$ cat src/rtl/ysyx_041514_icache_refill.sv
// ysyx_041514_icache_refill
// Refill engine for the icache data array. On a miss it issues one AXI4 INCR
// read burst for a whole line and turns every accepted 64-bit R beat into a
// masked 128-bit SRAM write. When the line is complete it pulses the tag write
// and done signals back to the icache controller.

module ysyx_041514_icache_refill #(
    parameter int IDX_LEN = 6,
    parameter int BLK_LEN = 6,
    parameter int TAG_LEN = 32 - IDX_LEN - BLK_LEN
) (
    input  logic               clk,
    input  logic               rst,
    // icache controller side
    input  logic               refill_req_i,
    input  logic [31:0]        refill_addr_i,
    output logic               refill_busy_o,
    output logic               refill_done_o,
    output logic               refill_err_o,
    // AXI AR channel
    output logic               arvalid_o,
    input  logic               arready_i,
    output logic [31:0]        araddr_o,
    output logic [7:0]         arlen_o,
    output logic [2:0]         arsize_o,
    output logic [1:0]         arburst_o,
    // AXI R channel
    input  logic               rvalid_i,
    output logic               rready_o,
    input  logic [63:0]        rdata_i,
    input  logic [1:0]         rresp_i,
    input  logic               rlast_i,
    // data array write port
    output logic [IDX_LEN-1:0] icache_index_o,
    output logic [127:0]       icache_line_wdata_o,
    output logic [127:0]       icache_wmask_o,
    output logic [2:0]         burst_count_o,
    output logic               icache_wen_o,
    // tag array write port
    output logic               tag_wen_o,
    output logic [TAG_LEN-1:0] tag_o
);

    typedef enum logic [1:0] {
        ST_IDLE = 2'd0,
        ST_AR   = 2'd1,
        ST_R    = 2'd2,
        ST_DONE = 2'd3
    } state_t;

    state_t      state_q, state_d;
    logic [31:0] addr_q, addr_d;
    logic [2:0]  count_q, count_d;
    logic        err_q, err_d;

    logic        beat_fire;

    // A beat is only consumed while collecting the burst.
    assign beat_fire = (state_q == ST_R) && rvalid_i;

    // State register; the active-low reset abandons any burst in flight.
    always_ff @(posedge clk) begin
        if (!rst) begin
            state_q <= ST_IDLE;
            addr_q  <= 32'd0;
            count_q <= 3'd0;
            err_q   <= 1'b0;
        end else begin
            state_q <= state_d;
            addr_q  <= addr_d;
            count_q <= count_d;
            err_q   <= err_d;
        end
    end

    // Next-state logic: latch the line address, count beats, collect errors.
    always_comb begin
        state_d = state_q;
        addr_d  = addr_q;
        count_d = count_q;
        err_d   = err_q;
        case (state_q)
            ST_IDLE: begin
                if (refill_req_i) begin
                    addr_d  = {refill_addr_i[31:BLK_LEN], {BLK_LEN{1'b0}}};
                    count_d = 3'd0;
                    err_d   = 1'b0;
                    state_d = ST_AR;
                end
            end
            ST_AR: begin
                if (arready_i) begin
                    state_d = ST_R;
                end
            end
            ST_R: begin
                if (beat_fire) begin
                    // Bad response, early rlast or a missing rlast on beat 7
                    // all poison the line; extra beats wrap the counter.
                    if (rresp_i != 2'b00) begin
                        err_d = 1'b1;
                    end
                    if (rlast_i != (count_q == 3'd7)) begin
                        err_d = 1'b1;
                    end
                    count_d = count_q + 3'd1;
                    if (rlast_i) begin
                        state_d = ST_DONE;
                    end
                end
            end
            ST_DONE: begin
                state_d = ST_IDLE;
            end
            default: begin
                state_d = ST_IDLE;
            end
        endcase
    end

    // Handshake and status outputs decoded from the current state.
    always_comb begin
        refill_busy_o = (state_q != ST_IDLE);
        arvalid_o     = (state_q == ST_AR);
        rready_o      = (state_q == ST_R);
        icache_wen_o  = beat_fire;
        refill_done_o = (state_q == ST_DONE);
        refill_err_o  = (state_q == ST_DONE) && err_q;
        tag_wen_o     = (state_q == ST_DONE) && !err_q;
    end

    assign araddr_o       = addr_q;
    assign arlen_o        = 8'd7;
    assign arsize_o       = 3'b011;
    assign arburst_o      = 2'b01;
    assign icache_index_o = addr_q[IDX_LEN+BLK_LEN-1:BLK_LEN];
    assign tag_o          = addr_q[31:IDX_LEN+BLK_LEN];
    assign burst_count_o  = count_q;

    // Each beat fills one 64-bit half of a 128-bit SRAM word; even beats go
    // low, odd beats go high. Data is replicated so the mask alone selects.
    genvar gi;
    generate
        for (gi = 0; gi < 2; gi++) begin : g_half
            assign icache_line_wdata_o[gi*64 +: 64] = rdata_i;
            assign icache_wmask_o[gi*64 +: 64]      = {64{count_q[0] == gi[0]}};
        end
    endgenerate

endmodule

$ cat config.mk
export PLATFORM = sky130hd
export DESIGN_NAME = ysyx_041514_icache_refill
export DESIGN_NICKNAME = d
export VERILOG_FILES = /design/src/rtl/ysyx_041514_icache_refill.sv
export SDC_FILE = /design/constraint.sdc
export NUM_CORES = 1
export LEC_CHECK = 0
export CELL_PAD_IN_SITES_DETAIL_PLACEMENT = 0
export CELL_PAD_IN_SITES_GLOBAL_PLACEMENT = 1
export CORE_AREA = 2 2 169 171
export DETAILED_ROUTE_END_ITERATION = 10
export DIE_AREA = 0 0 171 173
export GPL_TIMING_DRIVEN = 0
export PLACE_DENSITY_LB_ADDON = 0.1
export SYNTH_ARGS = -nofsm -noshare
export SYNTH_HDL_FRONTEND = slang
export SYNTH_SLANG_ARGS = --single-unit
$ cat constraint.sdc
create_clock -name clk -period 3.9 [get_ports clk]
set_clock_uncertainty 0.1 [all_clocks]
set_input_delay 0.585 -clock clk [delete_from_list [all_inputs] [get_ports clk]]
set_output_delay 0.585 -clock clk [all_outputs]
set_load 0.02 [all_outputs]
==> results.md, run 1 <==
- Internal: 1740 uW
- Share of layout cells above drive strength 1: a little under two fifths
- First-pass GRT wire length: 20,700 um
- CTS Buf Count: 5
- Switching power: about 1100 uW
- Yosys reg bits: 32
- Skew-Pair Late Insertion Delay: 280 ps
- Cell area after synthesis: 3670 sq um
- Area growth from synthesis to layout: 116%
- Layout Nets: 956
- Simple-gate share of the synthesized area: under 10%
- CP Max Fanout: 51
- Die Y: 173 um
- Setup crit end kind: output port
- TritonCTS clock tree: built
- Worst Path Arrival: 2290 ps
- Final Non-Filler Cells: between 1,000 and 1,500
- Final Cell Area: 7920 sq um
- Mux share of post-synthesis cell area: 0.817%
- DRT Pass-1 Iters: 4
- Num ports: 441
- Layout fillers: 3,008
- Worst Setup Start Kind: flip-flop
- Cell count after synthesis: ~470
- Longest Clk Path Bufs: 2
- Die ar.: 29,600 sq um
- Antenna violations before repair: 1
- Synth Area in Compound Gates: under 10%
- WL final: roughly 15,000 um
- DR iter-0 viols: 78
- Slew Limit Fails: 0
- Top cell type's share of synthesized area: 61.5%
- Sequential share of the synthesized area: 17.4%
- Max cap viols: 0
- H-tree depth: 2
- Largest net degree at the start of global routing: 52
- Drc violations: 0
- Synth area leader: buf_4
- Diodes inserted: 0
- Root Buffer: clkbuf_16
- Switching fraction of total power: 39.6%
- Hold crit path type: reg -> reg
- Max Fclk: around 340 MHz
- Comb power frac: between 60% and 70%
- CTS resizes: 0
- Port Buffers: 350
- GP Congestion: about 0.64
- Sink Count: 32
- Storage element area: 642 sq um
- Core ar.: approximately 28,000 sq um
- RSZ-0062 raised after global routing: false
- Largest family of logic cells by synthesized area: buffers and inverters
- Crit. Startpoint: burst_count_o[0]
- Pwr Density: 363 nW/um^2
- Most common cell after layout, fill and taps aside: clkdlybuf4s50_1
- Vias post-DR: 3,654
- Synth area leaders: buf_4 (62%), dfxtp_1 (17%), nand2_1 (5.9%)
- Most frequent cells in the layout: clkdlybuf4s50_1 (350), buf_4 (301), nand2_1 (58)
- Post-CTS Setup Inserts: 0
- WP data required: ~3200 ps
- Max VDD drop: 137 uV
- DP Area: just under 8000 sq um
- Grt ovf: 0
- Vias per Instance: 2.99
- Critical path class: reg -> out
- Detailed placement HPWL: 12,700 um
- Reg clk slew, reported paths: 50 ps
- Final setup viols: 0
- Number of global-route vias before repair: 3,325
- Fin crit share: 76.2%
- Sequential share of power: 16.0%
- Hold path start: araddr_o[23]
- Post-Synth Adder-Cell Area: under 10%
- Launch point of the worst reg-to-reg path: state_q[0]
- Initial Util: 13.3%
- Multi-input logic area: 767 sq um
- Status: complete, no violations
- Placed Cells: roughly 1,200
- Relative slew slack: 56.1%
- Post-route ant nets: 0
- Num rows: 61
- Routed wire per std cell: about 12 um
- Post-synthesis xor/xnor area fraction: 0.238%
- Clock Power Share: 15.6%
- Hold_buf cts: 0
- Syn avg cell area: between 7 and 8 sq um
- Distinct cells, synth: 25
- Die width: 171 um
- Tot GR Track Use: 9.12%
- Final Hold Fails: 0
- Worst Max-Slew Pin Slew: 658 ps
- Synth warn: 0
- Leak Pwr: 0.00356 uW
- Fin crit period: 2970 ps
-- Yosys cell counts, drive strengths merged --
master,instances
nor2b,2
ha,7
xor2,1
o21bai,1
o21ai,5
inv,6
nand3,3
clkbuf,4
a21oi,1
conb,2
dfxtp,32
a31oi,2
nand2,58
and2,3
mux2i,3
nor4,1
a21boi,26
a222oi,1
nand2b,1
buf,305
and2b,4
nor3b,1
-- metrics by stage --
stage / hold WS, ps / setup WS [ps] / setup TNS, ps / power [uW] / utilization (%)
6_report: 382 / 928 / 0 / 2870 / 28.7
3_5_place_dp: 374 / 1140 / 0 / 2470 / 28.1
4_1_cts: 387 / 831 / 0 / 2950 / 28.7
5_1_grt: 406 / 729 / 0 / 3050 / 28.7
2_1_floorplan: 368 / 20.9 / 0 / 1590 / -
3_3_place_gp: 373 / -1670 / -104860 / 2520 / 27.9
-- per-layer routing --
metal	wire (um)	GRT usage (%)	up-vias
met4	106	1.69	0
met5	0	0	-
met3	1760	3.62	6
met1	5170	8.95	1536
met2	7710	17.8	231
li1	-	-	1881
-- worst max-delay path: stages, from the launching register on --
cell and delay, ps:
dfxtp_2 740, inv_2 270, buf_12 260, buf_4 150, clkdlybuf4s50_1 570
-- worst paths after layout --
path | to | slack, ps | depth (start not counted)
worst min-delay path | araddr_o[23] | 380 | 2
worst max register to register | araddr_o[25] | 2080 | 6
worst min register to register | araddr_o[23] | 380 | 2
worst max-delay path | icache_wmask_o[43] | 930 | 4
-- kinds of logic after synthesis --
| kind of cell | Yosys count |
|---|---|
| buf+inv | 315 |
| simple gates | 73 |
| compound gates | 36 |
| flops | 32 |
| fa+ha+maj | 7 |
| mux | 3 |
| other cells | 2 |
| xor+xnor | 1 |
-- power by group through the flow --
stage | Sequential (uW) | Clock [uW] | Combinational (uW)
floorplan | 517 | 0 | 1080
global placement | 484 | 0 | 2040
detailed placement | 472 | 0 | 2000
CTS | 466 | 476 | 2010
global route | 475 | 484 | 2090
finish | 461 | 448 | 1970
-- registers in the layout, indices dropped and copies added (netlist names) --
register and cells:
state_q 2, araddr_o 26, err_q 1, burst_count_o 3
-- final cells by class --
class	count	share of cell area, %
Buffer	309	29.1
Inverter	6	0.284
Timing Repair Buffer	352	44.7
Clock buffer	6	1.63
Multi-Input combinational cell	139	9.69
Clock inverter	2	0.442
Sequential cell	32	8.11
Tap cell	378	5.97
No activity file was read; power rests on OpenSTA's default activity.
==> run 2, diff against run 1 <==
- clock period: 3.9 -> 3 ns (I/O delays scaled with it)
==> run 2 against run 1 <==
Design area down 0.35%. Sequential power up 30%. Critical endpoint is now icache_wmask_o[25]. Sequential share of layout area up 0.060 points. Critical path type unchanged. Via count down 1.4%. Sequential cell count unchanged. Non-clock buffer count unchanged.
==> results.md, run 2 (synthesized netlist as in run 1, its figures left out) <==
- Detailed placement HPWL: 12,500 um
- Port Buffers: 350
- Worst Max-Slew Pin Slew: 562 ps
- Num ports: about 440
- Slowest CP cell: clkdlybuf4s50_1
- Max VDD drop: 178 uV
- Met3 Track Usage GR: 3.34%
- Max reg flops: 26
- Final Hold Fails: 0
- Final worst setup slack: 379 ps
- Pre-CTS WS: -180 ps
- Reg clk slew, reported paths: 50 ps
- Hold path start: araddr_o[27]
- Pwr Density: 460 nW/um^2
- Vias per Instance: 2.95
- Placed Cells: 1,215
- Initial Util: 13.3%
- Worst Path Arrival: 2070 ps
- Vias post-DR: 3,604
- Final setup viols: 0
- TritonCTS clock tree: built
- H-tree depth: 2
- Largest net degree at the start of global routing: 71
- Max cap viols: 0
- Drc violations: 0
- Reg2Reg Depth: 6
- R2r setup slk: between 1000 and 1500 ps
- Leak Pwr: 0.00354 uW
- Antenna violations before repair: 1
- Fin crit share: ~87%
- Layout Nets: 956
- Slew Limit Fails: 0
- Worst hold path endpoint: araddr_o[27]
- Share of layout cells above drive strength 1: 37.3%
- DRT Pass-1 Iters: 4
- Relative slew slack: 62.5%
- Sink Count: 32
- CP Cell Sequence: inv_2 -> buf_12 -> buf_4 -> clkdlybuf4s50_1
- Core ar.: 27,600 sq um
- Setup TNS: 0 ps
- Crit-path leading delay family: buffers and inverters
- CP Max Fanout: 50
- Skew-Pair Late Insertion Delay: 280 ps
- Critical path class: reg -> out
- Hold path depth: 2
- Busiest grt layer: met2
- Die Y: 173 um
- Num rows: 61
- RSZ-0062 raised after global routing: false
- Longest Clk Path Bufs: 2
- DR iter-0 viols: 60
- Number of global-route vias before repair: 3,283
- Status: complete, no violations
- Max stage delay on crit path: ~620 ps
- Grt ovf: 0
- Core Util, Final: 28.6%
- WL final: 14,700 um
- Hold crit path type: reg -> reg
- WP data required: around 2500 ps
- Max Fclk: 382 MHz
- Routing usage on met2: ~18%
- Root Buffer: clkbuf_16
- Reg2reg end: araddr_o[22]
- Setup crit end kind: output port
- Final Non-Filler Cells: 1,223
- Fin crit period: 2620 ps
- Diodes inserted: 0
- Worst Setup Start Kind: flip-flop
- Routed wire per std cell: 12.0 um
- Launch point of the worst reg-to-reg path: state_q[0]
- Die ar.: just under 30,000 sq um
- Most frequent cells in the layout: clkdlybuf4s50_1 (350), buf_4 (301), nand2_1 (58)
- Die width: between 150 and 200 um
- Most common cell after layout, fill and taps aside: clkdlybuf4s50_1
- Tot GR Track Use: under 10%
- Post-route ant nets: 0
- M1 GR Usage: slightly below 9%
- GP Congestion: 0.677
- Overall Power: roughly 3600 uW
- First-pass GRT wire length: ~20,000 um
- Area growth from synthesis to layout: 115%
- CTS Buf Count: 5
- WP buf/inv: 4
==> run 2: report_power, final <==
| group | leakage, uW | switching [uW] | internal (uW) | total [uW] |
|---|---|---|---|---|
| sequential | 0.000263 | 90.1 | 509 | 599 |
| combinational | 0.00321 | 1190 | 1360 | 2540 |
| clock | 0.0000667 | 189 | 302 | 490 |
==> run 2: per-layer routing <==
layer  vias up  wire [um]
li1       1877          -
met1      1494       5030
met2       224       7830
met3         7       1710
met4         2        101
met5         -         13
==> run 2: final cells by class <==
type	count	area (sq um)
Clock buffer	6	129
Buffer	309	2310
Multi-Input combinational cell	139	767
Tap cell	378	473
Fill cell	2989	19700
Timing Repair Buffer	352	3540
Inverter	6	22.5
Sequential cell	32	644
Clock inverter	1	5.00
==> run 2: worst max path at each step <==
stage | slack, ps | cells after the start | start | end
after floorplan | 160 | 2 | burst_count_o[0] | icache_wmask_o[10]
after global placement | -1170 | 3 | burst_count_o[0] | icache_wmask_o[39]
after detailed placement | -180 | 4 | burst_count_o[0] | icache_wmask_o[25]
after CTS | 7 | 4 | burst_count_o[0] | icache_wmask_o[25]
after global routing | 220 | 4 | burst_count_o[0] | icache_wmask_o[25]
final | 380 | 4 | burst_count_o[0] | icache_wmask_o[25]
==> run 2: per-stage QoR <==
stage               hold WS, ps  area [sq um]
floorplan                   368          3740
global placement            371          7710
detailed placement          374          7730
CTS                         384          7870
global route                407          7890
finish                      378          7890
==> run 2: repair_timing <==
action                                  in CTS  in global routing
endpoints found under the setup margin      64                 49
hold endpoints to repair                     0                  0
hold buffers                                 0                  0
setup buffers                                0                  1
gates resized for setup                      1                  0
==> run 2: worst min-delay path: cells and delay by family (launching register included) <==
family          cells  cell delay (ps)
compound gates      1               60
flops               1              320
simple gates        1               50
